`config.mk`:
```
export PLATFORM = sky130hd
export DESIGN_NAME = hazard_unit_flat
export DESIGN_NICKNAME = d
export VERILOG_FILES = /design/src/rtl/pipe_pkg.sv /design/src/rtl/hazard_unit_if.sv /design/src/rtl/hazard_match.sv /design/src/rtl/hazard_unit.sv /design/src/flat_wrapper.sv
export SDC_FILE = /design/constraint.sdc
export NUM_CORES = 1
export LEC_CHECK = 0
export ABC_CLOCK_PERIOD_IN_PS = 3100
export CORE_ASPECT_RATIO = 0.6
export CORE_MARGIN = 3
export CORE_UTILIZATION = 47
export CTS_CLUSTER_DIAMETER = 150
export DETAILED_ROUTE_END_ITERATION = 16
export GPL_ROUTABILITY_DRIVEN = 0
export HOLD_SLACK_MARGIN = 0.08
export PLACE_DENSITY = 0.79
export RECOVER_POWER = 25
export SLEW_MARGIN = 20
export SYNTH_ARGS = -nofsm -noshare
export SYNTH_HDL_FRONTEND = slang
export SYNTH_SLANG_ARGS = --single-unit
```
`constraint.sdc`:
```
create_clock -name Clk -period 3.1 [get_ports Clk]
set_input_delay 0.62 -clock Clk [delete_from_list [all_inputs] [get_ports Clk]]
set_output_delay 0.62 -clock Clk [all_outputs]
set_load 0.05 [all_outputs]
```
`src/rtl/pipe_pkg.sv`:
```
// Shared pipeline types for the hazard unit: scoreboard entry, forwarding select codes, defaults.
package pipe_pkg;

    // Widest register specifier the scoreboard can hold; REG_BITS must not exceed it.
    localparam int SB_DEST_W      = 8;
    localparam int DEPTH_DEF      = 3;
    localparam int LOAD_STAGE_DEF = 2;

    localparam int FWD_RF  = 0;
    localparam int FWD_EX  = 1;
    localparam int FWD_MEM = 2;
    localparam int FWD_WB  = 3;

    typedef struct packed {
        logic                 valid;
        logic [SB_DEST_W-1:0] dest;
        logic                 is_load;
    } sb_entry_t;

    // Select code for a result living k stages behind decode.
    function automatic int stage_sel(input int k);
        case (k)
            0:       return FWD_RF;
            1:       return FWD_EX;
            2:       return FWD_MEM;
            3:       return FWD_WB;
            default: return k;
        endcase
    endfunction

endpackage

```
`src/rtl/hazard_unit_if.sv`:
```
// Decode-side bundle of the hazard unit: decoded-instruction info in, stall/flush/forward controls out.
interface hazard_unit_if
    import pipe_pkg::*;
#(
    parameter int REG_BITS = 5,
    parameter int SEL_W    = $clog2(DEPTH_DEF + 1)
);
    logic                id_valid;
    logic [REG_BITS-1:0] id_rs;
    logic [REG_BITS-1:0] id_rt;
    logic                id_uses_rs;
    logic                id_uses_rt;
    logic                id_regwrite;
    logic                id_memread;
    logic [REG_BITS-1:0] id_dest;
    logic                branch_taken;

    logic                stall;
    logic                pc_write;
    logic                ifid_write;
    logic                flush_ifid;
    logic [SEL_W-1:0]    fwd_a_sel;
    logic [SEL_W-1:0]    fwd_b_sel;
    logic [31:0]         stall_cnt;

    modport master (
        output id_valid, id_rs, id_rt, id_uses_rs, id_uses_rt,
               id_regwrite, id_memread, id_dest, branch_taken,
        input  stall, pc_write, ifid_write, flush_ifid,
               fwd_a_sel, fwd_b_sel, stall_cnt
    );

    modport slave (
        input  id_valid, id_rs, id_rt, id_uses_rs, id_uses_rt,
               id_regwrite, id_memread, id_dest, branch_taken,
        output stall, pc_write, ifid_write, flush_ifid,
               fwd_a_sel, fwd_b_sel, stall_cnt
    );

endinterface

```
`src/rtl/hazard_match.sv`:
```
// Per-source youngest-match against the scoreboard and select/stall encoding.
// HAZARD_FORWARD_EN defined: forward from any stage, stall only on load-use; undefined: stall until write-back.
module hazard_match
    import pipe_pkg::*;
#(
    parameter int REG_BITS   = 5,
    parameter int DEPTH      = DEPTH_DEF,
    parameter int LOAD_STAGE = LOAD_STAGE_DEF,
    parameter int SEL_W      = $clog2(DEPTH + 1)
) (
    input  sb_entry_t [DEPTH:1] i_sb,
    input  logic [REG_BITS-1:0] i_src,
    input  logic                i_used,
    output logic                o_stall_req,
    output logic [SEL_W-1:0]    o_sel
);

    logic             w_hit;
    logic [SEL_W-1:0] w_stage;
    logic             w_load;
    logic             w_load_use;

    always_comb begin
        w_hit   = 1'b0;
        w_stage = '0;
        w_load  = 1'b0;
        // Scan oldest to youngest so the youngest match is the one that sticks.
        for (int k = DEPTH; k >= 1; k--) begin
            if (i_sb[k].valid && (i_sb[k].dest == SB_DEST_W'(i_src))) begin
                w_hit   = 1'b1;
                w_stage = SEL_W'(stage_sel(k));
                w_load  = i_sb[k].is_load;
            end
        end
        if (!i_used || (i_src == '0)) begin
            w_hit   = 1'b0;
            w_stage = '0;
            w_load  = 1'b0;
        end
    end

    assign w_load_use = w_hit && w_load && (w_stage < SEL_W'(LOAD_STAGE));

`ifdef HAZARD_FORWARD_EN
    assign o_stall_req = w_load_use;
    assign o_sel       = (w_hit && !w_load_use) ? w_stage : SEL_W'(FWD_RF);
`else
    // Load-use is a subset of "not yet in the register file" since LOAD_STAGE <= DEPTH.
    assign o_stall_req = w_hit && ((w_stage < SEL_W'(DEPTH)) || w_load_use);
    assign o_sel       = SEL_W'(FWD_RF);
`endif

endmodule

```
`src/rtl/hazard_unit.sv`:
```
// Hazard detection and forwarding control beside decode: scoreboard, load-use stall, branch flush.
// Forwarding behaviour selected by HAZARD_FORWARD_EN (see hazard_match).
module hazard_unit
    import pipe_pkg::*;
#(
    parameter int REG_BITS     = 5,
    parameter int DEPTH        = DEPTH_DEF,
    parameter int LOAD_STAGE   = LOAD_STAGE_DEF,
    parameter int FLUSH_CYCLES = 1,
    parameter int SEL_W        = $clog2(DEPTH + 1)
) (
    input  logic         Clk,
    input  logic         rst,
    hazard_unit_if.slave hz
);

    localparam int FC_W = (FLUSH_CYCLES > 1) ? $clog2(FLUSH_CYCLES) : 1;

    sb_entry_t [DEPTH:1] r_sb;
    logic [FC_W-1:0]     r_flush_cnt;
    logic [31:0]         r_stall_cnt;

    logic             w_stall_a;
    logic             w_stall_b;
    logic [SEL_W-1:0] w_sel_a;
    logic [SEL_W-1:0] w_sel_b;
    logic             w_stall;
    logic             w_br_accept;
    logic             w_flush;

    hazard_match #(
        .REG_BITS  (REG_BITS),
        .DEPTH     (DEPTH),
        .LOAD_STAGE(LOAD_STAGE),
        .SEL_W     (SEL_W)
    ) u_match_rs (
        .i_sb       (r_sb),
        .i_src      (hz.id_rs),
        .i_used     (hz.id_uses_rs),
        .o_stall_req(w_stall_a),
        .o_sel      (w_sel_a)
    );

    hazard_match #(
        .REG_BITS  (REG_BITS),
        .DEPTH     (DEPTH),
        .LOAD_STAGE(LOAD_STAGE),
        .SEL_W     (SEL_W)
    ) u_match_rt (
        .i_sb       (r_sb),
        .i_src      (hz.id_rt),
        .i_used     (hz.id_uses_rt),
        .o_stall_req(w_stall_b),
        .o_sel      (w_sel_b)
    );

    assign w_stall     = hz.id_valid && (w_stall_a || w_stall_b);
    // A branch seen while stalled is dropped; decode presents it again once the stall clears.
    assign w_br_accept = hz.branch_taken && !w_stall;
    assign w_flush     = w_br_accept || (r_flush_cnt != '0);

    always_ff @(posedge Clk) begin
        if (!rst) begin
            r_sb        <= '0;
            r_flush_cnt <= '0;
            r_stall_cnt <= '0;
        end else begin
            r_sb[1] <= '{valid:   hz.id_valid && hz.id_regwrite && (hz.id_dest != '0)
                                  && !w_stall && !w_flush,
                         dest:    SB_DEST_W'(hz.id_dest),
                         is_load: hz.id_memread};
            for (int k = 2; k <= DEPTH; k++) begin
                r_sb[k] <= r_sb[k-1];
            end

            if (w_br_accept) begin
                r_flush_cnt <= FC_W'(FLUSH_CYCLES - 1);
            end else if (r_flush_cnt != '0) begin
                r_flush_cnt <= r_flush_cnt - 1'b1;
            end

            if (w_stall && (r_stall_cnt != '1)) begin
                r_stall_cnt <= r_stall_cnt + 32'd1;
            end
        end
    end

    assign hz.stall      = w_stall;
    assign hz.pc_write   = ~w_stall;
    assign hz.ifid_write = ~w_stall;
    assign hz.flush_ifid = w_flush;
    assign hz.fwd_a_sel  = w_sel_a;
    assign hz.fwd_b_sel  = w_sel_b;
    assign hz.stall_cnt  = r_stall_cnt;

endmodule
```
`src/flat_wrapper.sv`:
```
// flat-port wrapper written by rule: the top's interface ports become plain ports
module hazard_unit_flat import pipe_pkg::*;
#(
    parameter int REG_BITS     = 5,
    parameter int DEPTH        = DEPTH_DEF,
    parameter int LOAD_STAGE   = LOAD_STAGE_DEF,
    parameter int FLUSH_CYCLES = 1,
    parameter int SEL_W        = $clog2(DEPTH + 1)
)
  (Clk, rst, hz_id_valid, hz_id_rs, hz_id_rt, hz_id_uses_rs, hz_id_uses_rt, hz_id_regwrite, hz_id_memread, hz_id_dest, hz_branch_taken, hz_stall, hz_pc_write, hz_ifid_write, hz_flush_ifid, hz_fwd_a_sel, hz_fwd_b_sel, hz_stall_cnt);
  hazard_unit_if #(.REG_BITS(REG_BITS), .SEL_W(SEL_W)) hz_i ();
  input  logic Clk;
  input  logic rst;
  input wire logic [$bits(hz_i.id_valid)-1:0] hz_id_valid;
  input wire logic [$bits(hz_i.id_rs)-1:0] hz_id_rs;
  input wire logic [$bits(hz_i.id_rt)-1:0] hz_id_rt;
  input wire logic [$bits(hz_i.id_uses_rs)-1:0] hz_id_uses_rs;
  input wire logic [$bits(hz_i.id_uses_rt)-1:0] hz_id_uses_rt;
  input wire logic [$bits(hz_i.id_regwrite)-1:0] hz_id_regwrite;
  input wire logic [$bits(hz_i.id_memread)-1:0] hz_id_memread;
  input wire logic [$bits(hz_i.id_dest)-1:0] hz_id_dest;
  input wire logic [$bits(hz_i.branch_taken)-1:0] hz_branch_taken;
  output wire logic [$bits(hz_i.stall)-1:0] hz_stall;
  output wire logic [$bits(hz_i.pc_write)-1:0] hz_pc_write;
  output wire logic [$bits(hz_i.ifid_write)-1:0] hz_ifid_write;
  output wire logic [$bits(hz_i.flush_ifid)-1:0] hz_flush_ifid;
  output wire logic [$bits(hz_i.fwd_a_sel)-1:0] hz_fwd_a_sel;
  output wire logic [$bits(hz_i.fwd_b_sel)-1:0] hz_fwd_b_sel;
  output wire logic [$bits(hz_i.stall_cnt)-1:0] hz_stall_cnt;
  assign hz_i.id_valid = hz_id_valid;
  assign hz_i.id_rs = hz_id_rs;
  assign hz_i.id_rt = hz_id_rt;
  assign hz_i.id_uses_rs = hz_id_uses_rs;
  assign hz_i.id_uses_rt = hz_id_uses_rt;
  assign hz_i.id_regwrite = hz_id_regwrite;
  assign hz_i.id_memread = hz_id_memread;
  assign hz_i.id_dest = hz_id_dest;
  assign hz_i.branch_taken = hz_branch_taken;
  assign hz_stall = hz_i.stall;
  assign hz_pc_write = hz_i.pc_write;
  assign hz_ifid_write = hz_i.ifid_write;
  assign hz_flush_ifid = hz_i.flush_ifid;
  assign hz_fwd_a_sel = hz_i.fwd_a_sel;
  assign hz_fwd_b_sel = hz_i.fwd_b_sel;
  assign hz_stall_cnt = hz_i.stall_cnt;
  hazard_unit #(.REG_BITS(REG_BITS), .DEPTH(DEPTH), .LOAD_STAGE(LOAD_STAGE), .FLUSH_CYCLES(FLUSH_CYCLES), .SEL_W(SEL_W)) u_core (.Clk(Clk), .rst(rst), .hz(hz_i));
endmodule
```
* Word level (Yosys, flattened, before mapping) *
Cells that the tools add are included.

operators by class
  add/subtract/negate cells = 2
  magnitude comparators = 4
  eq/ne operators = 7
  mux-type cells = 24
  bitwise gates (word level) = 3
  reductions and logical operators = 33

operator list
  cell                     number
  $eq A8 B5 Y1             6
  $add A32 B1 Y32 const B  1
  $ne A32 B32 Y1 const B   1
  $logic_and A1 B1 Y1      19
  $mux W1                  16
  $mux W2                  8
  $logic_not A5 Y1         2
  $lt A2 B2 Y1 const B     4
  $logic_or A1 B1 Y1       6
  $reduce_bool A5 Y1       1
  $logic_not A1 Y1         4
  $not A1 Y1               3
  $reduce_or A3 Y1         1
  $sub A1 B1 Y1 const B    1

storage, ports and cells
  flip-flop bits (word level) = 63
  input port bits = 23
  output and inout port bits = 40
  logic and storage cells = 85

* Depth between registers and ports, before layout *
Gate-level depths: netlist of run 1.

  depth after elaboration = 17
  depth in mapped cells = 10
  mapped depth without buffers = 8

* Hierarchy *
From an unflattened synthesis of run 1, not the netlist that was laid out.

second synthesis, totals
  cell total of the unflattened synthesis = 293
  area, all modules = 2752.6 µm²

modules (own cells, without submodules)
  module        times used  cells each  area each (µm²)
  hazard_unit   1           249         2382.3
  hazard_match  2           22          185.2

* Least setup slack after synthesis of run 1 *
OpenSTA, ideal clock, no wires.

  path kind = input -> output
  start = input hz_id_rs[0]
  end = output hz_flush_ifid
  arrival time = 2.872 ns
  data required time = 2.480 ns
  slack = -0.392 ns
  stages on the path = 8
  path buffers = 1
  cell sequence = xor2_1 nor4_1 and3_1 o221ai_2 a21boi_2 clkbuf_1 inv_2 a21o_1

between the ends
  cells in the longest elaborated chain, start to end = 15
  elaborated cells on any way between the ends = 31
  those cells by class = order compare (2); eq/ne (3); mux (12); reduce/logical (14)

ends and longest elaborated chain
  element                                                     RTL line            text
  from (decl)                                                 flat_wrapper.sv:15  input wire logic [$bits(hz_i.id_rs)-1:0] hz_id_rs;
  $eq A8 B5 Y1                                                hazard_match.sv:29  if (i_sb[k].valid && (i_sb[k].dest == SB_DEST_W'(i_src))) begin
  $logic_and A1 B1 Y1                                         hazard_match.sv:29
  $mux W2 / $mux W1 (equally long branches) (3 in series)     hazard_match.sv:29
  $mux W2 / $mux W1 (equally long branches)                   hazard_match.sv:35  if (!i_used || (i_src == '0)) begin
  $lt A2 B2 Y1 / $logic_and A1 B1 Y1 (equally long branches)  hazard_match.sv:42  assign w_load_use = w_hit && w_load && (w_stage < SEL_W'(LOAD_STAGE));
  $logic_and A1 B1 Y1                                         hazard_match.sv:42
  $logic_or A1 B1 Y1                                          hazard_match.sv:49  assign o_stall_req = w_hit && ((w_stage < SEL_W'(DEPTH)) || w_load_use);
  $logic_and A1 B1 Y1 (*)                                     hazard_match.sv:49
  $logic_or A1 B1 Y1 (*)                                      hazard_unit.sv:57   assign w_stall = hz.id_valid && (w_stall_a || w_stall_b);
  $logic_and A1 B1 Y1 (*)                                     hazard_unit.sv:57
  named net hz_stall                                          flat_wrapper.sv:23  output wire logic [$bits(hz_i.stall)-1:0] hz_stall;
  $logic_not A1 Y1 (*)                                        hazard_unit.sv:59   assign w_br_accept = hz.branch_taken && !w_stall;
  $logic_and A1 B1 Y1 (*)                                     hazard_unit.sv:59
  $logic_or A1 B1 Y1 (*)                                      hazard_unit.sv:60   assign w_flush = w_br_accept || (r_flush_cnt != '0);
  to (decl)                                                   flat_wrapper.sv:26  output wire logic [$bits(hz_i.flush_ifid)-1:0] hz_flush_ifid;

The timed path passes the listed nets; every way through them passes the cells marked *.

* Final worst setup path of run 1 *
  start = input hz_id_rs[1]
  end = output hz_flush_ifid

between the ends
  cells in the longest elaborated chain, start to end = 15
  elaborated cells on any way between the ends = 31
  those cells by class = order compare (2); eq/ne (3); mux (12); reduce/logical (14)

ends and longest elaborated chain
  element                                                     RTL line
  $eq A8 B5 Y1                                                hazard_match.sv:29
  $logic_and A1 B1 Y1                                         hazard_match.sv:29
  $mux W2 / $mux W1 (equally long branches) (3 in series)     hazard_match.sv:29
  $mux W2 / $mux W1 (equally long branches)                   hazard_match.sv:35
  $lt A2 B2 Y1 / $logic_and A1 B1 Y1 (equally long branches)  hazard_match.sv:42
  $logic_and A1 B1 Y1                                         hazard_match.sv:42
  $logic_or A1 B1 Y1                                          hazard_match.sv:49
  $logic_and A1 B1 Y1 (*)                                     hazard_match.sv:49
  $logic_or A1 B1 Y1 (*)                                      hazard_unit.sv:57
  $logic_and A1 B1 Y1 (*)                                     hazard_unit.sv:57
  $logic_not A1 Y1 (*)                                        hazard_unit.sv:59
  $logic_and A1 B1 Y1 (*)                                     hazard_unit.sv:59
  $logic_or A1 B1 Y1 (*)                                      hazard_unit.sv:60

Every way passes the cells marked *; elsewhere a longest branch is shown, timed or not.

==> results of run 1 <==
-- layout make-up --
class                           count  area (um^2)  area share, %
Multi-Input combinational cell    197         1270           41.4
Sequential cell                    45          901           29.3
Tap cell                           60         75.1           2.44
Timing Repair Buffer               73          684           22.3
Inverter                            6         22.5          0.733
Clock inverter                      1         30.0          0.977
Clock buffer                        7         86.3           2.81
-- power by group through the flow --
stage	combinational (mW)	clock, mW	sequential (mW)
2_1_floorplan	0.0499	0	0.603
3_3_place_gp	0.0886	0	0.606
3_5_place_dp	0.0907	0	0.606
4_1_cts	0.0898	0.462	0.593
5_1_grt	0.0975	0.485	0.594
6_report	0.0915	0.455	0.593
-- layer usage --
metal  vias up  part of all wire [%]
met4         0                  0.37
li1       1057                     -
met2       103                    42
met5         -                     0
met3         2                   9.4
met1      1021                    48
-- flip-flops by register name, summed over array words and instances, names as in the netlist --
| signal | flops |
|---|---|
| u_core.hz.stall_cnt | 32 |
| u_core.r_sb | 12 |
| u_core.r_flush_cnt | 1 |
-- cells in the final DEF, fill, tap and decap left out, drive strengths merged, types with 2 or more instances in the layout --
cell,n
clkbuf,8
or3,5
o21ai,5
nor2,16
nor4,10
buf,19
nand2,25
and2,14
nand4,14
clkdlybuf4s50,34
dfxtp,45
and3,11
mux2i,5
inv,6
nand2b,3
conb,5
o221ai,2
xor2,26
a21oi,15
nand3,6
xnor2,5
dlygate4sd2,8
dlymetal6s2s,2
or4,13
dlygate4sd3,9
o31ai,10
-- cells by family (layout without fill, tap and decap cells) --
| logic type | after synthesis | after routing | synth area share, % |
|---|---|---|---|
| AOI/OAI and AO/OA | 36 | 36 | 10.7 |
| xor gates and xnor gates | 31 | 31 | 12.1 |
| adders and majority gates | 1 | 1 | 0.558 |
| buffers and inverters | 22 | 87 | 4.91 |
| DFF | 45 | 45 | 40.2 |
| muxes | 5 | 5 | 2.23 |
| other | 1 | 5 | 0.167 |
| and+or+nand+nor | 119 | 119 | 29.1 |
-- worst min-delay path by stage --
stage          slack (ns)              to                from  cells past startpoint
6_report             0.43  u_core.r_sb[9]  u_core.r_flush_cnt                      1
3_5_place_dp         0.42  u_core.r_sb[9]  u_core.r_flush_cnt                      1
2_1_floorplan        0.40  u_core.r_sb[9]  u_core.r_flush_cnt                      1
5_1_grt              0.45  u_core.r_sb[9]  u_core.r_flush_cnt                      1
3_3_place_gp         0.41  u_core.r_sb[9]  u_core.r_flush_cnt                      1
4_1_cts              0.44  u_core.r_sb[9]  u_core.r_flush_cnt                      1
-- timing repair --
| item | CTS | global route |
|---|---|---|
| gates resized for setup | 11 | 3 |
| setup buffers | 1 | 1 |
| setup endpoints to repair | 4 | 2 |
| pin swaps | 7 | 2 |
-- worst reg2reg max path, cell delays in order, from the launching register on --
cell	delay [ns]
dfxtp_1	0.45
nand4_1	0.19
nor2_1	0.28
nand4_1	0.17
nor4_1	0.36
nand2_1	0.32
nand2_2	0.18
buf_4	0.23
buf_4	0.15
mux2i_1	0.18
nor2_1	0.06
==> flow_summary.ini, run 1 <==
[floorplan]
die_x_um = 95.1
start_util_pct = 51.6
std_cell_rows = 18
io_pins = 63
core_um2 = 4350
die_h_um = 59.5
die-area_um2 = 5660

[timing]
period_share_pct = 97.2
hold_viol = 0
setup_viol = 0
period_minus_slack_ns = 3.01
setup_ws_ns = 0.0859
slew_headroom_pct = 43.7
clock_skew_ns = 0.00510
max_freq_mhz = 332
setup_tns_ns = 0
whs_ns = 0.434
rsz0062_at_grt = false
worst_slew_pin_slew_ns = 0.844
drv_slew = 0

[logic_synthesis]
ys_types = 34
synth_area_um2 = 2240
synth_common_cells = dfxtp_1, xor2_1, nand2_1
syn_inst = 260
ys_ff_latch = 45
yosysWarnings = 0
async_reset_ff_share_pct = 0
synth_ff_type = dfxtp_1
synth_edf_count = 0
yosys.area.top_type = dfxtp_1
synth_top_area_share_pct = 40.2
synth_area_per_cell_um2 = 8.62
yosysMostFrequentCell = dfxtp_1
synth_seq_area_share_pct = 40.2
synth.area.top_cells = dfxtp_1, xor2_1, or4_1

[drt]
drtIter0Drc = 191
drc_errors = 0
via_per_inst = 5.61
wl_per_cell_um = 15.3
ant_nets = 0
totalWireLength_um = 5970
vias = 2183
dr.pass1.iters = 4

[layout]
final_net_count = 352
drive_gt1_share_pct = 10.9
nFillCells = 337
finish.utilization_pct = 70.7
final_cells = 389
diodes = 0
syn_to_final_growth_pct = 37.1
finish.instance_area_um2 = 3070

[clock_tree]
clk-insertion-delay-late_ns = 0.29
clock-sinks = 45
cts_tree = done
cts-root-buf = clkbuf_8
clk_pin_slew_ns = 0.08
cts.path.max_buffers = 2
cts_inserted_buffers = 5
hold_buffers = 0
htree_levels = 2

[setup_path]
crit_arrival_ns = 2.39
r2r_slack_ns = 0.42
rr_worst_depth = 10
r2r_end = u_core.hz.stall_cnt[1]
critPathBufInv = 3
critPathLaunchType = primary input
worstPathMaxFanout = 3
criticalPathCategory = in -> out
cp.required_ns = 2.48
cp_top_family = simple AND/OR/NAND/NOR gates
worst_setup_path_end_kind = primary output
cp-endpoint = hz_flush_ifid
max_stage_delay_ns = 0.32
worstPathCellList = dlygate4sd2_1 -> xor2_1 -> nor4_2 -> and3_1 -> o221ai_2 -> a21boi_2 -> inv_2 -> a21o_2 -> buf_4
crit_slowest_cell = nor4_2
r2r-start = u_core.hz.stall_cnt[15]
cp_num_cells = 9
crit_start = hz_id_rs[1]

[min_path]
min_path_type = reg -> reg

[status]
status = completed

[global_routing]
track_usage_pct = 21.3
grt_pass1_wl_um = 9340
grt_pass1_vias = 1882
busiest_layer = met1
grt_overflow_total = 0
grt_use_met1_pct = 33.0
met2_usage_pct = 30.3
grtUsageMet3_pct = 4.95
antenna_found_initial = 0
grt_max_degree = 29

[power]
p_per_area_nw_per_um2 = 371
combPwrFrac_pct = 8.0
ir_worst_vdd_v = 0.000289
p_sw_share_pct = 22.0
internal_power_mw = 0.889
p_total_mw = 1.14
p_leak_nw = 1.18
power.share.clock_pct = 39.9
p_sw_mw = 0.251
power_frac_seq_pct = 52.0

[placement]
place_ws_ns = -0.265
portBuffers = 57
detailed_place_hpwl_um = 4410
placed_cell_area_um2 = 2920
dpl.cell_count = 379

[job]
drv_cap = 0
Note: power is estimated with default switching activity, not from simulation.
==> run 2, diff against run 1 <==
- CORE_MARGIN: 3 -> 2
==> run 2 against run 1 <==
Sequential power about the same. Register-to-register slack improved by 0.06 ns. Hold slack got worse by 0.0056 ns. Via count decreased by 2.0%. Count of clock-buffer cells in the layout increased by 1.
==> flow_summary.ini, run 2 (same netlist as run 1, synthesis figures left out) <==
[layout]
largest_reg_flops = 32
final_cells = 389
diodes = 0
final_net_count = 349
syn_to_final_growth_pct = 33.9
layout_commonest_cell = dfxtp_1
drive_gt1_share_pct = 9.20
finish.instance_area_um2 = 3000
nFillCells = 383
final_cell_mix = dfxtp_1, clkdlybuf4s50_1, xor2_1

[global_routing]
grt_pass1_wl_um = 9200
grtUsageMet3_pct = 4.23
grt_use_met1_pct = 34.3
antenna_found_initial = 0
grt_overflow_total = 0
grt_max_degree = 29
met2_usage_pct = 31.1
busiest_layer = met1
track_usage_pct = 22.1
grt_pass1_vias = 1903

[power]
p_leak_nw = 1.13
ir_worst_vdd_v = 0.000204
combPwrFrac_pct = 8.8
power.share.clock_pct = 33.8
internal_power_mw = 0.787
p_sw_share_pct = 23.7
p_sw_mw = 0.244
power_frac_seq_pct = 57.4
p_per_area_nw_per_um2 = 344

[timing]
drv_slew = 0
setup_ws_ns = 0.0746
max_freq_mhz = 331
slew_headroom_pct = 46.2
clock_skew_ns = 0.00385
worst_slew_pin_slew_ns = 0.807
hold_viol = 0
setup_viol = 0
period_share_pct = 97.6
rsz0062_at_grt = false
period_minus_slack_ns = 3.03
whs_ns = 0.428

[drt]
drc_errors = 0
totalWireLength_um = 5690
vias = 2139
wl_per_cell_um = 14.6
ant_nets = 0
dr.pass1.iters = 4
via_per_inst = 5.50
drtIter0Drc = 161

[clock_tree]
clk-insertion-delay-late_ns = 0.30
hold_buffers = 0
clock-sinks = 45
cts_tree = done
cts_setup_buffers = 0
clk_pin_slew_ns = 0.07
cts.path.max_buffers = 2
htree_levels = 2
cts-root-buf = clkbuf_8
cts_inserted_buffers = 5

[job]
drv_cap = 0

[floorplan]
die_x_um = 93.1
io_pins = 63
die_h_um = 57.5
start_util_pct = 48.8
std_cell_rows = 19
die-area_um2 = 5350
core_um2 = 4590

[setup_path]
cp-endpoint = hz_stall
crit_arrival_ns = 2.41
crit_slowest_cell = or4_1
max_stage_delay_ns = 0.54
worstPathCellList = clkdlybuf4s50_1 -> or4_1 -> o221ai_2 -> a21boi_2 -> buf_4 -> buf_4 -> buf_12
cp_num_cells = 7
crit_top_cell = buf_4
r2r_end = u_core.hz.stall_cnt[1]
worst_setup_path_end_kind = primary output
r2r_slack_ns = 0.48
critPathLaunchType = primary input
critPathBufInv = 4
crit_start = hz_id_rs[2]
cp.required_ns = 2.48
worstPathMaxFanout = 3
rr_worst_depth = 9
criticalPathCategory = in -> out
cp_top_family = buffers and inverters
r2r-start = u_core.hz.stall_cnt[14]

[min_path]
whs_path_depth = 1
min_path_type = reg -> reg

[status]
status = completed

[placement]
detailed_place_hpwl_um = 4270
dpl.cell_count = 381
portBuffers = 57
placed_cell_area_um2 = 2920
place_ws_ns = -0.209
run 2: cell count changes in the layout (fill, tap and decap cells not counted), moves of 2 or more:
cell and delta:
and2_0 +3, and2_1 -3, buf_4 -3, clkbuf_1 +2, clkdlybuf4s50_1 +2
run 2: metrics by stage:
step / setup TNS [ns] / total power, mW / util [%]
CTS: 0 / 1.04 / 65.2
global route: 0 / 1.08 / 65.4
floorplan: 0 / 0.653 / -
detailed placement: -2.59 / 0.698 / 63.6
global placement: -0.423 / 0.696 / 63.6
finish: 0 / 1.03 / 65.4
run 2: worst min path at each step:
| stage | from | endpoint | slack [ns] |
|---|---|---|---|
| finish | u_core.r_flush_cnt | u_core.r_sb[9] | 0.43 |
| global route | u_core.r_flush_cnt | u_core.r_sb[9] | 0.46 |
| CTS | u_core.r_flush_cnt | u_core.r_sb[9] | 0.43 |
| detailed placement | u_core.r_flush_cnt | u_core.r_sb[9] | 0.41 |
| global placement | u_core.r_flush_cnt | u_core.r_sb[9] | 0.41 |
| floorplan | u_core.r_flush_cnt | u_core.r_sb[9] | 0.40 |
run 2: power groups by stage:
| stage | clock network [mW] | registers, mW | logic [mW] |
|---|---|---|---|
| after floorplan | 0 | 0.603 | 0.0499 |
| after global placement | 0 | 0.605 | 0.0907 |
| after detailed placement | 0 | 0.606 | 0.0923 |
| after CTS | 0.358 | 0.592 | 0.0895 |
| after global routing | 0.387 | 0.593 | 0.0972 |
| final | 0.349 | 0.592 | 0.0907 |
run 2: cell type report:
| type | instances | area (um^2) | share of cell area (%) |
|---|---|---|---|
| tap | 63 | 78.8 | 2.63 |
| multi-input combinational | 197 | 1260 | 41.9 |
| clock buffer | 8 | 80.1 | 2.67 |
| timing repair buffer | 70 | 661 | 22.0 |
| sequential | 45 | 901 | 30.0 |
| inverter | 6 | 22.5 | 0.750 |
run 2: timing repair:
action / 4_1_cts / 5_1_grt
pin swaps: 8 / 2
resized for setup: 7 / 3
setup endpoints to repair: 4 / 4
run 2: layer usage:
layer	wire length [um]	share of wire, %	vias to the layer above
li1	-	-	1054
met3	381	6.7	6
met2	2380	42	88
met5	0	0	-
met1	2870	50	991
met4	57	1.0	0
==> run 3, diff against run 2 <==
- CORE_ASPECT_RATIO: 0.6 -> unset
==> run 3 against run 2 <==
Die area is 0.33% lower. Power rose by 10%. Via count is 2.3% lower. Worst setup slack better by 0.016 ns. Global-route usage fell by 2.1 points. Wire length fell by 8.6%. Sequential share of layout area fell by 0.40 points.
==> flow_summary.ini, run 3 (same netlist as run 1, synthesis figures left out) <==
[status]
status = completed

[clock_tree]
clk_pin_slew_ns = 0.08
cts.path.max_buffers = 2
cts_tree = done
clock-sinks = 45
cts_inserted_buffers = 5
htree_levels = 2
clk-insertion-delay-late_ns = 0.30
cts-root-buf = clkbuf_8
hold_buffers = 0
cts_setup_buffers = 0

[setup_path]
critPathBufInv = 4
critPathLaunchType = primary input
crit_top_cell = buf_12
cp_top_family = buffers and inverters
worst_setup_path_end_kind = primary output
max_stage_delay_ns = 0.56
worstPathCellList = clkdlybuf4s50_1 -> or4_1 -> o221ai_2 -> a21boi_2 -> buf_4 -> buf_12 -> buf_12
cp.required_ns = 2.48
crit_arrival_ns = 2.39
crit_slowest_cell = or4_1
criticalPathCategory = in -> out
worstPathMaxFanout = 5

[global_routing]
track_usage_pct = 20.0
grt_overflow_total = 0
antenna_found_initial = 0
grt_pass1_vias = 1964
grt_max_degree = 29
grt_pass1_wl_um = 8490

[layout]
diodes = 0
final_cells = 381
layout_commonest_cell = dfxtp_1
drive_gt1_share_pct = 9.48
final_net_count = 350
nFillCells = 395
seqCellArea_um2 = 901
multi_input_comb_area_um2 = 1250
final_cell_mix = dfxtp_1, clkdlybuf4s50_1, xor2_1
largest_reg_flops = 32
syn_to_final_growth_pct = 35.7

[drt]
wl_per_cell_um = 13.7
ant_nets = 0
wl_met2_um = 2430
routed.top_layer = met4
vias = 2090
dr.pass1.iters = 4
drc_errors = 0
via_per_inst = 5.49
wirelength_met1_um = 2370
drtIter0Drc = 86
totalWireLength_um = 5200
wl_met3_um = 336

[floorplan]
die_x_um = 73.1
start_util_pct = 48.1
core_um2 = 4660
io_pins = 63
std_cell_rows = 25
die_h_um = 73.1
die-area_um2 = 5340

[min_path]
min_path_type = reg -> reg

[timing]
slew_headroom_pct = 49.1
clock_skew_ns = 0.0102
worst_slew_pin_slew_ns = 0.763
drv_slew = 0
hold_viol = 0
max_freq_mhz = 332
rsz0062_at_grt = false
setup_viol = 0
period_share_pct = 97.1
period_minus_slack_ns = 3.01

[job]
drv_cap = 0

[power]
ir_worst_vdd_v = 0.000196
p_per_area_nw_per_um2 = 374
p_total_mw = 1.14
p_leak_nw = 1.17

[placement]
dpl.cell_count = 373
detailed_place_hpwl_um = 3750
portBuffers = 57
[run 3: cell types whose count changed in the layout (fill, tap and decap cells not counted)]
cell / previous run / this run
clkbuf_1: 4 / 2
clkbuf_8: 5 / 6
nor4_2: 2 / 0
dlymetal6s2s_1: 1 / 3
bufinv_16: 0 / 1
and2_1: 8 / 12
dlygate4sd2_1: 7 / 5
buf_12: 1 / 2
and2_0: 6 / 2
nor4_1: 8 / 10
[run 3: worst paths after layout]
kind                                 from                       to  slack (ns)  depth (start not counted)
setup reg to reg  u_core.hz.stall_cnt[14]  u_core.hz.stall_cnt[22]        0.56                          9
hold / removal         u_core.r_flush_cnt           u_core.r_sb[9]        0.43                          1
hold reg to reg        u_core.r_flush_cnt           u_core.r_sb[9]        0.43                          1
setup / recovery              hz_id_rt[1]                 hz_stall        0.09                          7
[run 3: layout make-up]
cell class	count	area share (%)
Clock buffer	7	2.84
Tap cell	54	2.22
Timing Repair Buffer	71	22.6
Multi-Input combinational cell	197	41.0
Clock inverter	1	0.987
Sequential cell	45	29.6
Inverter	6	0.740
[run 3: worst reg2reg max path, delay by kind of cell (launching register included)]
family,cells,cell delay (ns)
AND/OR/NAND/NOR,7,1.67
flip-flops,1,0.46
AO/OA/AOI/OAI,1,0.17
buffers and inverters,1,0.16
[run 3: metal layers]
metal  global-route usage, %  up-vias
met4                    7.82        0
met1                    25.3      970
met3                    4.97        7
met5                       0        -
li1                        -     1051
met2                    32.6       62
[run 3: power by group]
part	switching (mW)	internal [mW]
logic	0.0452	0.0420
registers	0.00612	0.585
clock network	0.197	0.263
total	0.248	0.890
[run 3: timing repair]
| item | in CTS | in global routing |
|---|---|---|
| gates resized for setup | 5 | 3 |
| pin swaps | 7 | 5 |
| hold endpoints to repair | 0 | 0 |
| setup endpoints to repair | 2 | 4 |
[run 3: through the flow]
stage	setup TNS [ns]	hold WS [ns]	worst slack [ns]	area, um^2	utilization (%)
2_1_floorplan	0	0.399	0.0239	2260	-
3_3_place_gp	-0.834	0.413	-0.0829	2930	62.8
3_5_place_dp	-1.21	0.416	-0.103	2930	62.8
4_1_cts	0	0.426	0.00447	3040	65.2
5_1_grt	0	0.438	0.0542	3040	65.3
6_report	0	0.427	0.0905	3040	65.3
